--- src/rtl/instr_fetch_unit.sv ---
// Instruction-fetch stage: owns the PC, reads instruction memory and fills the IF/ID register.
// Optional performance counters are enabled with `define IFU_PERF_CNT_EN.
module instr_fetch_unit #(
    parameter logic [31:0] END_ADDR = 32'd128,
    parameter logic [31:0] RESET_PC = 32'd0
) (
    input  logic        clk_i,
    input  logic        rst_i,
    input  logic        stall_i,
    input  logic        flush_i,
    input  logic [31:0] branch_target_i,
    output logic [31:0] imem_addr_o,
    input  logic [31:0] imem_instr_i,
    output logic [31:0] pc_plus4_o,
    output logic [31:0] instr_o,
    output logic        valid_o,
`ifdef IFU_PERF_CNT_EN
    output logic [31:0] fetch_cnt_o,
    output logic [31:0] stall_cnt_o,
`endif
    output logic        halted_o
);

    typedef enum logic {
        RUN  = 1'b0,
        HALT = 1'b1
    } state_t;

    state_t      state_q, state_d;
    logic [31:0] pc_q, pc_d;
    logic [31:0] pcPlus4_q, pcPlus4_d;
    logic [31:0] instr_q, instr_d;
    logic        valid_q, valid_d;
    logic [31:0] alignedTarget;
    logic [31:0] seqPc;

    assign alignedTarget = branch_target_i & 32'hFFFF_FFFC;
    assign seqPc         = pc_q + 32'd4;

    always_ff @(posedge clk_i) begin
        if (!rst_i) begin
            state_q   <= RUN;
            pc_q      <= RESET_PC;
            pcPlus4_q <= 32'd0;
            instr_q   <= 32'd0;
            valid_q   <= 1'b0;
        end else begin
            state_q   <= state_d;
            pc_q      <= pc_d;
            pcPlus4_q <= pcPlus4_d;
            instr_q   <= instr_d;
            valid_q   <= valid_d;
        end
    end

    // Halt is decided on the PC value being loaded, so a redirect past program space halts too.
    always_comb begin
        state_d   = state_q;
        pc_d      = pc_q;
        pcPlus4_d = pcPlus4_q;
        instr_d   = instr_q;
        valid_d   = valid_q;
        if (flush_i) begin
            pc_d      = alignedTarget;
            pcPlus4_d = 32'd0;
            instr_d   = 32'd0;
            valid_d   = 1'b0;
            state_d   = (alignedTarget >= END_ADDR) ? HALT : RUN;
        end else if (!stall_i) begin
            if (state_q == RUN) begin
                pc_d      = seqPc;
                pcPlus4_d = seqPc;
                instr_d   = imem_instr_i;
                valid_d   = 1'b1;
                if (seqPc >= END_ADDR) begin
                    state_d = HALT;
                end
            end else begin
                instr_d = 32'd0;
                valid_d = 1'b0;
            end
        end
    end

    assign imem_addr_o = pc_q;
    assign pc_plus4_o  = pcPlus4_q;
    assign instr_o     = instr_q;
    assign valid_o     = valid_q;
    assign halted_o    = (state_q == HALT);

`ifdef IFU_PERF_CNT_EN
    logic [31:0] fetchCnt_q, fetchCnt_d;
    logic [31:0] stallCnt_q, stallCnt_d;

    always_ff @(posedge clk_i) begin
        if (!rst_i) begin
            fetchCnt_q <= 32'd0;
            stallCnt_q <= 32'd0;
        end else begin
            fetchCnt_q <= fetchCnt_d;
            stallCnt_q <= stallCnt_d;
        end
    end

    // Both counters saturate rather than wrap and only advance while running.
    always_comb begin
        fetchCnt_d = fetchCnt_q;
        stallCnt_d = stallCnt_q;
        if (state_q == RUN && !flush_i) begin
            if (!stall_i && fetchCnt_q != 32'hFFFF_FFFF) begin
                fetchCnt_d = fetchCnt_q + 32'd1;
            end
            if (stall_i && stallCnt_q != 32'hFFFF_FFFF) begin
                stallCnt_d = stallCnt_q + 32'd1;
            end
        end
    end

    assign fetch_cnt_o = fetchCnt_q;
    assign stall_cnt_o = stallCnt_q;
`endif

endmodule

--- config.mk ---
export PLATFORM = sky130hd
export DESIGN_NAME = instr_fetch_unit
export DESIGN_NICKNAME = d
export VERILOG_FILES = /design/src/rtl/instr_fetch_unit.sv
export SDC_FILE = /design/constraint.sdc
export NUM_CORES = 1
export LEC_CHECK = 0
export BUFFER_PORTS_ARGS = -buffer_cell sky130_fd_sc_hd__buf_4
export CAP_MARGIN = 5
export CORE_ASPECT_RATIO = 0.8
export CORE_MARGIN = 2
export CORE_UTILIZATION = 45
export CTS_CLUSTER_DIAMETER = 30
export DETAILED_ROUTE_END_ITERATION = 10
export HOLD_SLACK_MARGIN = 0.08
export PLACE_DENSITY = 0.81
export SKIP_LAST_GASP = 1
export SLEW_MARGIN = 25
export SYNTH_ARGS = -nofsm -noshare
export SYNTH_HDL_FRONTEND = slang
export SYNTH_SLANG_ARGS = --single-unit
export TNS_END_PERCENT = 5
--- constraint.sdc ---
create_clock -name clk_i -period 2.3 [get_ports clk_i]
set_input_delay 0 -clock clk_i [delete_from_list [all_inputs] [get_ports clk_i]]
set_output_delay 0 -clock clk_i [all_outputs]
set_load 0.01 [all_outputs]
Yosys cells after proc, flatten, opt, wreduce, memory -nomap -nowiden. Cells that the tools add are included.

Register bits: 98. Bits of input ports: 68.

Add/sub/neg operators: 1. Magnitude comparators: 2. Equal/unequal tests: 2. Muxes and demuxes: 10. Bitwise logic cells: 3. Reduce and logical (&&, ||, !) cells: 3.

Operators by type and width (count): 32-bit two-way mux (4); 32-bit by 8-bit >= comparator with 1-bit output, second input constant (2); 32-bit by 3-bit adder with 32-bit output, second input constant (1); 1-bit two-way mux (6); 2-bit AND reduction (2); 1-bit NOT (3); 2-bit by 1-bit inequality test with 1-bit output, second input constant (1); 2-bit inequality test, second input constant (1); 2-bit OR reduction (1).

Depth between registers and ports, before layout. Gate-level depths: netlist of the first run.

Depth after elaboration: 6. Mapped depth: 8. Depth with buffers taken out: 7.

Worst setup path before layout of the first run. OpenSTA, ideal clock, no wires.

Kind: register to register. Start: reg pc_q[3], in the netlist imem_addr_o[3]. End: reg state_q, in the netlist halted_o. Setup time: 131 ps. Arrival time: 2268 ps. Required time: 2169 ps. Path slack: -99 ps. Cell stages (with the launch flop): 8. Cells stage by stage: dfxtp_1 -> ha_1 -> nand3_1 -> nor3_2 -> nand4_1 -> nand4bb_1 -> a2111oi_2 -> a31oi_1.

Word-level cells in the longest chain between the ends: 6.

Ends and longest elaborated chain: start: declaration (RTL line 30) `logic [31:0] pc_q, pc_d;`; start signal: assignment (RTL line 49) `pc_q <= pc_d;`; 32-bit by 3-bit adder with 32-bit output (RTL line 38) `assign seqPc = pc_q + 32'd4;`; 32-bit by 8-bit >= comparator with 1-bit output (RTL line 75) `if (seqPc >= END_ADDR) begin`; 1-bit two-way mux (RTL line 75); 1-bit two-way mux (RTL line 70) `if (state_q == RUN) begin`; 1-bit two-way mux (RTL line 69) `end else if (!stall_i) begin`; 1-bit two-way mux (RTL line 63) `if (flush_i) begin`; end signal: assignment (RTL line 48) `state_q <= state_d;`; end: declaration (RTL line 29) `state_t state_q, state_d;`.

Every way passes these cells. The select of a mux whose other input is x is not followed. A chain may end at the register's enable or synchronous reset.

Worst setup path in the final report of the first run.
Start: reg pc_q[2], in the netlist imem_addr_o[2]. End: reg state_q, in the netlist halted_o.

Same word-level chain as after synthesis.

==> results.cfg, run 1 <==
[final_layout]
num-fill-cells = 801
seqCellArea_sq_mm = 0.00188
antenna_cells = 0
multiInputGateArea_sq_mm = 0.00261
fin_nets = 847
syn_to_final_growth_pct = 51.4
drive_above_1_share_pct = 29.8
fin_cells = 922

[outcome]
status = complete, no violations

[detailed_routing]
drt-initial-drc-count = 378
vias = 5003
postRouteAntennaNets = 0
first_pass_iters = 6
drc = 0
wl_microns = 15700
vias_per_cell = 5.43
wire_per_inst_microns = 17.0

[power]
leakagePower_nw = 3.10
powerDensity_mw_per_mm2 = 535
ir_worst_vdd_v = 0.000439

[grt]
grt_pass1_wl_microns = 24600
gr-total-overflow = 0
grt_start_max_net_pins = 50
first_global_vias = 4888
antenna_found_initial = 0
grt.total_usage_pct = 27.4

[sta]
whs_ns = 0.120
timing.fmax_mhz = 473
slew_headroom_pct = 48.9
period_minus_slack_ns = 2.11
hold_viol = 0
setup_viol = 0
final.setup.tns_ns = 0
clock_skew_ns = 0.0108
final.period_utilization_pct = 91.9
rsz0062_at_grt = false
tightest_slew_ns = 0.765
slew_viol_final = 0

[clocking]
clock_path_buffers = 2
cts_num_sinks = 94
worstSkewPairLatency_ns = 0.35
numCtsBuffers = 9
cts-root-buf = clkbuf_16
cts_max_level = 3
cts_tree = yes
cts_setup_buffers = 0
path_clk_slew_ns = 0.07

[synthesis]
synth.ff_latch_count = 94
synth_warnings = 0
synth-adder-area-share_pct = 0.531
ys_async_sr_fraction_pct = 0
synth_top_family_by_area = simple AND/OR/NAND/NOR gates
syn_area_sq_mm = 0.00471
synthDistinctLibCells = 51
syn_area_per_cell_sq_um = 8.50
synthXorXnorAreaFrac_pct = 10.6
synth_mux_area_share_pct = 0
synth_seq_area_share_pct = 40.0
synth_compound_area_share_pct = 18.3
yosys.area_share.simple_pct = 25.0
syn_inst = 554
ys.flop_type = dfxtp_1
synth_edf_count = 0

[worst_setup_path]
setup.worst_path.end_class = register
crit_required_ns = 2.52
crit_fanout = 15
reg2reg_slack_ns = 0.19
critPathLaunchType = register
setup.worst_path.class = register to register
crit_arrival_ns = 2.34
timing.rr.start = imem_addr_o[2]$_SDFFE_PN0P_
reg2reg_to = halted_o$_SDFFE_PN0P_
r2r_cells = 9

[placement]
dp.cells = 843
place_congestion = 0.886
io_buffers = 159
hpwl_microns = 10500

[die]
die_area_sq_mm = 0.0113
core-area_sq_mm = 0.0102
die_w_microns = 118
core.rowCount = 33
num_io_pins = 166
die_h_microns = 95.5
initial_utilization_pct = 46.2

[min_path]
min_from = branch_target_i[29]
hold_class = input port to register
hold_path_depth = 3
holdPathEnd = imem_addr_o[29]$_SDFFE_PN0P_

[job]
cap_violations = 0
-- placed cells by master, fill, tap and decap left out, types with 3 or more instances in the layout --
master	n
xor2_1	31
nand2b_1	13
and3_1	8
nand4_1	16
inv_1	5
and4_1	5
nor3_1	11
nand2_1	68
nand3_1	21
a31oi_1	4
nor2_1	19
o21ai_0	47
o211a_1	9
conb_1	4
dfxtp_1	93
a22o_1	38
buf_4	201
nand4b_1	4
nor4_1	10
nor4_2	3
and2_1	22
dlygate4sd3_1	63
xnor2_1	26
clkbuf_16	9
-- layer usage --
metal  share of wire, %  track usage, %  up-vias
li1                   -               -     2389
met1                 44            33.7     2401
met2                 49            47.5      181
met3                5.6            6.10       32
met4                2.1            9.92        0
met5                  0               0        -
-- worst max-delay path by stage --
stage	depth (start not counted)	end	slack, ns	from
CTS	7	halted_o$_SDFFE_PN0P_	0.11	imem_addr_o[2]$_SDFFE_PN0P_
global route	9	halted_o$_SDFFE_PN0P_	0.02	imem_addr_o[2]$_SDFFE_PN0P_
global placement	7	halted_o$_SDFFE_PN0P_	0.08	imem_addr_o[2]$_SDFFE_PN0P_
floorplan	7	halted_o$_SDFFE_PN0P_	0.06	imem_addr_o[3]$_SDFFE_PN0P_
finish	9	halted_o$_SDFFE_PN0P_	0.19	imem_addr_o[2]$_SDFFE_PN0P_
detailed placement	7	halted_o$_SDFFE_PN0P_	0.14	imem_addr_o[2]$_SDFFE_PN0P_
-- sequential cells by signal (all words and copies together), names as in the netlist --
register and flops:
halted_o 1, imem_addr_o 30, instr_o 32, pc_plus4_o 30
valid_o 1
-- where the power goes --
group	switching (W)	leakage, nW	internal (W)
combinational	0.000298	2.20	0.000350
sequential	0.0000557	0.767	0.00168
clock	0.000680	0.132	0.000750
total	0.00103	3.10	0.00278
-- repair_timing --
item,4_1_cts,5_1_grt
resized for setup,0,3
hold buffers,63,0
hold endpoints to repair,62,0
setup endpoints to repair,0,1
-- Yosys cell counts, types with 9 or more instances --
| cell type | number | area, sq um |
|---|---|---|
| nand4_1 | 16 | 100 |
| buf_2 | 11 | 55.1 |
| nor4_1 | 11 | 68.8 |
| nand3_1 | 21 | 105 |
| o21ai_0 | 47 | 235 |
| nand2b_1 | 13 | 81.3 |
| nand2_1 | 68 | 255 |
| xnor2_1 | 26 | 228 |
| and2_1 | 22 | 138 |
| o211a_1 | 9 | 90.1 |
| xor2_1 | 31 | 272 |
| a22o_1 | 38 | 333 |
| nor3_1 | 11 | 55.1 |
| dfxtp_1 | 94 | 1880 |
| clkbuf_1 | 40 | 150 |
| nor2_1 | 22 | 82.6 |
-- per-stage QoR --
step	util (%)	instance area, sq um	setup slack (ns)	total power, W
after global placement	60.8	6200	0.0836	0.00230
after detailed placement	60.8	6200	0.136	0.00231
after CTS	69.8	7120	0.107	0.00381
final	69.9	7130	0.185	0.00382
after global routing	69.9	7130	0.0170	0.00394
after floorplan	-	4730	0.0617	0.00204
-- kinds of logic after synthesis --
| family | Yosys count |
|---|---|
| AOI/OAI and AO/OA | 120 |
| adders and majority gates | 2 |
| xor gates and xnor gates | 57 |
| other | 1 |
| buffers and inverters | 61 |
| DFF | 94 |
| and+or+nand+nor | 219 |
-- area by class of cell --
class / instances / share of cell area (%)
clock inverter: 6 / 0.807
multi-input combinational: 402 / 36.6
clock buffer: 10 / 3.21
tap: 140 / 2.46
sequential: 94 / 26.4
timing repair buffer: 265 / 30.3
inverter: 5 / 0.263
-- worst max-delay path, stage by stage, from the launching register on --
cell and delay, ns:
dfxtp_1 0.34, ha_1 0.18, buf_4 0.15, nand3_1 0.17, nor3_4 0.22, buf_4 0.24
and3_1 0.23, nand4b_1 0.11, a22oi_1 0.26, a31oi_1 0.12
(Power assumes the default switching activity.)
==> run 2, diff against run 1 <==
- CORE_ASPECT_RATIO: 0.8 -> not set
==> run 2 against run 1 <==
Net effect: fmax is 4.6% lower; power is 8.6% lower; clock skew is 0.0018 ns lower; highest routed layer unchanged; non-clock buffer count is 9 higher; flip-flop and latch count stayed put; clock-buffer cell count is 1 lower.
==> results.cfg, run 2 (same netlist as run 1, synthesis figures left out) <==
[outcome]
status = complete, no violations

[sta]
period_minus_slack_ns = 2.22
clock_skew_ns = 0.00892
timing.fmax_mhz = 451
hold_viol = 0
rsz0062_at_grt = true
final.period_utilization_pct = 96.3
setup_viol = 0
slew_viol_final = 0

[job]
cap_violations = 0

[detailed_routing]
postRouteAntennaNets = 0
wl_microns = 16200
vias = 5142
wire_per_inst_microns = 17.5
drt-initial-drc-count = 405
vias_per_cell = 5.55
first_pass_iters = 6
drc = 0

[min_path]
hold_path_depth = 3
hold_class = input port to register

[worst_setup_path]
crit_arrival_ns = 2.48
critPathLaunchType = register
reg2reg_slack_ns = 0.08
crit_required_ns = 2.57
setup.worst_path.end_class = register
r2r_cells = 9
setup.worst_path.class = register to register
crit_fanout = 4

[grt]
grt_pass1_wl_microns = 25600
gr-total-overflow = 0
first_global_vias = 5174
grt.total_usage_pct = 28.6
antenna_found_initial = 0
grt_start_max_net_pins = 34

[final_layout]
layout_common_cells = buf_4 (201), dfxtp_1 (92), dlygate4sd3_1 (72)
antenna_cells = 0
largest_register_ffs = 32
fin_cells = 927
fin_nets = 856
drive_above_1_share_pct = 29.7
layout_commonest_cell = buf_4
syn_to_final_growth_pct = 50.9

[clocking]
cts-root-buf = clkbuf_8
numCtsBuffers = 9
worstSkewPairLatency_ns = 0.38
clock_path_buffers = 2
path_clk_slew_ns = 0.10
cts_tree = yes
cts_max_level = 3
cts_num_sinks = 94

[die]
die_area_sq_mm = 0.0113
initial_utilization_pct = 46.0
num_io_pins = 166
die_w_microns = 106
core-area_sq_mm = 0.0102
core.rowCount = 37
die_h_microns = 106

[power]
leakagePower_nw = 3.12
power.total_w = 0.00349
ir_worst_vdd_v = 0.000373
powerDensity_mw_per_mm2 = 491

[placement]
dp.cells = 837
place_congestion = 0.905
io_buffers = 159
hpwl_microns = 10400
## run 2: critical path: stages (launching register included)
cell and delay (ns):
dfxtp_1 0.35, ha_1 0.17, and3_1 0.19, buf_4 0.14
nand3_1 0.17, nor2_1 0.16, xnor2_1 0.13, o21ai_0 0.08
and2_1 0.16, dlygate4sd3_1 0.54
## run 2: metrics by stage
step           hold WS, ns  utilization [%]  setup WS [ns]  instance area, sq um  setup TNS (ns)
2_1_floorplan        0.133                -         0.0617                  4730               0
3_3_place_gp         0.216             60.4          0.113                  6180               0
3_5_place_dp         0.221             60.4          0.193                  6180               0
4_1_cts             0.0894             69.3         0.0595                  7090               0
5_1_grt              0.124             69.5        -0.0128                  7110         -0.0198
6_report             0.115             69.5         0.0846                  7110               0
## run 2: cell type report
cell class	instances	area, sq um
Clock buffer	9	124
Sequential cell	94	1880
Tap cell	136	170
Timing Repair Buffer	274	2250
Multi-Input combinational cell	402	2600
Fill cell	759	3120
Inverter	5	18.8
Clock inverter	7	63.8
## run 2: repair_timing
| action | CTS | global route |
|---|---|---|
| setup endpoints to repair | 0 | 7 |
| hold endpoints to repair | 63 | 0 |
| hold buffers | 72 | 0 |
| resized for setup | 0 | 3 |
| setup buffers | 0 | 2 |
## run 2: report_power, final
group	total (W)	internal [W]	switching, W
clock network	0.00109	0.000422	0.000666
registers	0.00174	0.00168	0.0000579
logic	0.000659	0.000358	0.000301
## run 2: metal layers
layer,global-route usage (%),part of all wire [%]
met5,0,0
met4,13.9,3.5
met3,7.36,7.7
met2,49.7,51
met1,32.5,38
## run 2: final timing paths
path,startpoint,to
max,imem_addr_o[2]$_SDFFE_PN0P_,imem_addr_o[10]$_SDFFE_PN0P_
min,flush_i,imem_addr_o[30]$_SDFFE_PN0P_
max reg2reg,imem_addr_o[2]$_SDFFE_PN0P_,imem_addr_o[10]$_SDFFE_PN0P_
min reg2reg,pc_plus4_o[12]$_SDFFE_PP0P_,pc_plus4_o[12]$_SDFFE_PP0P_
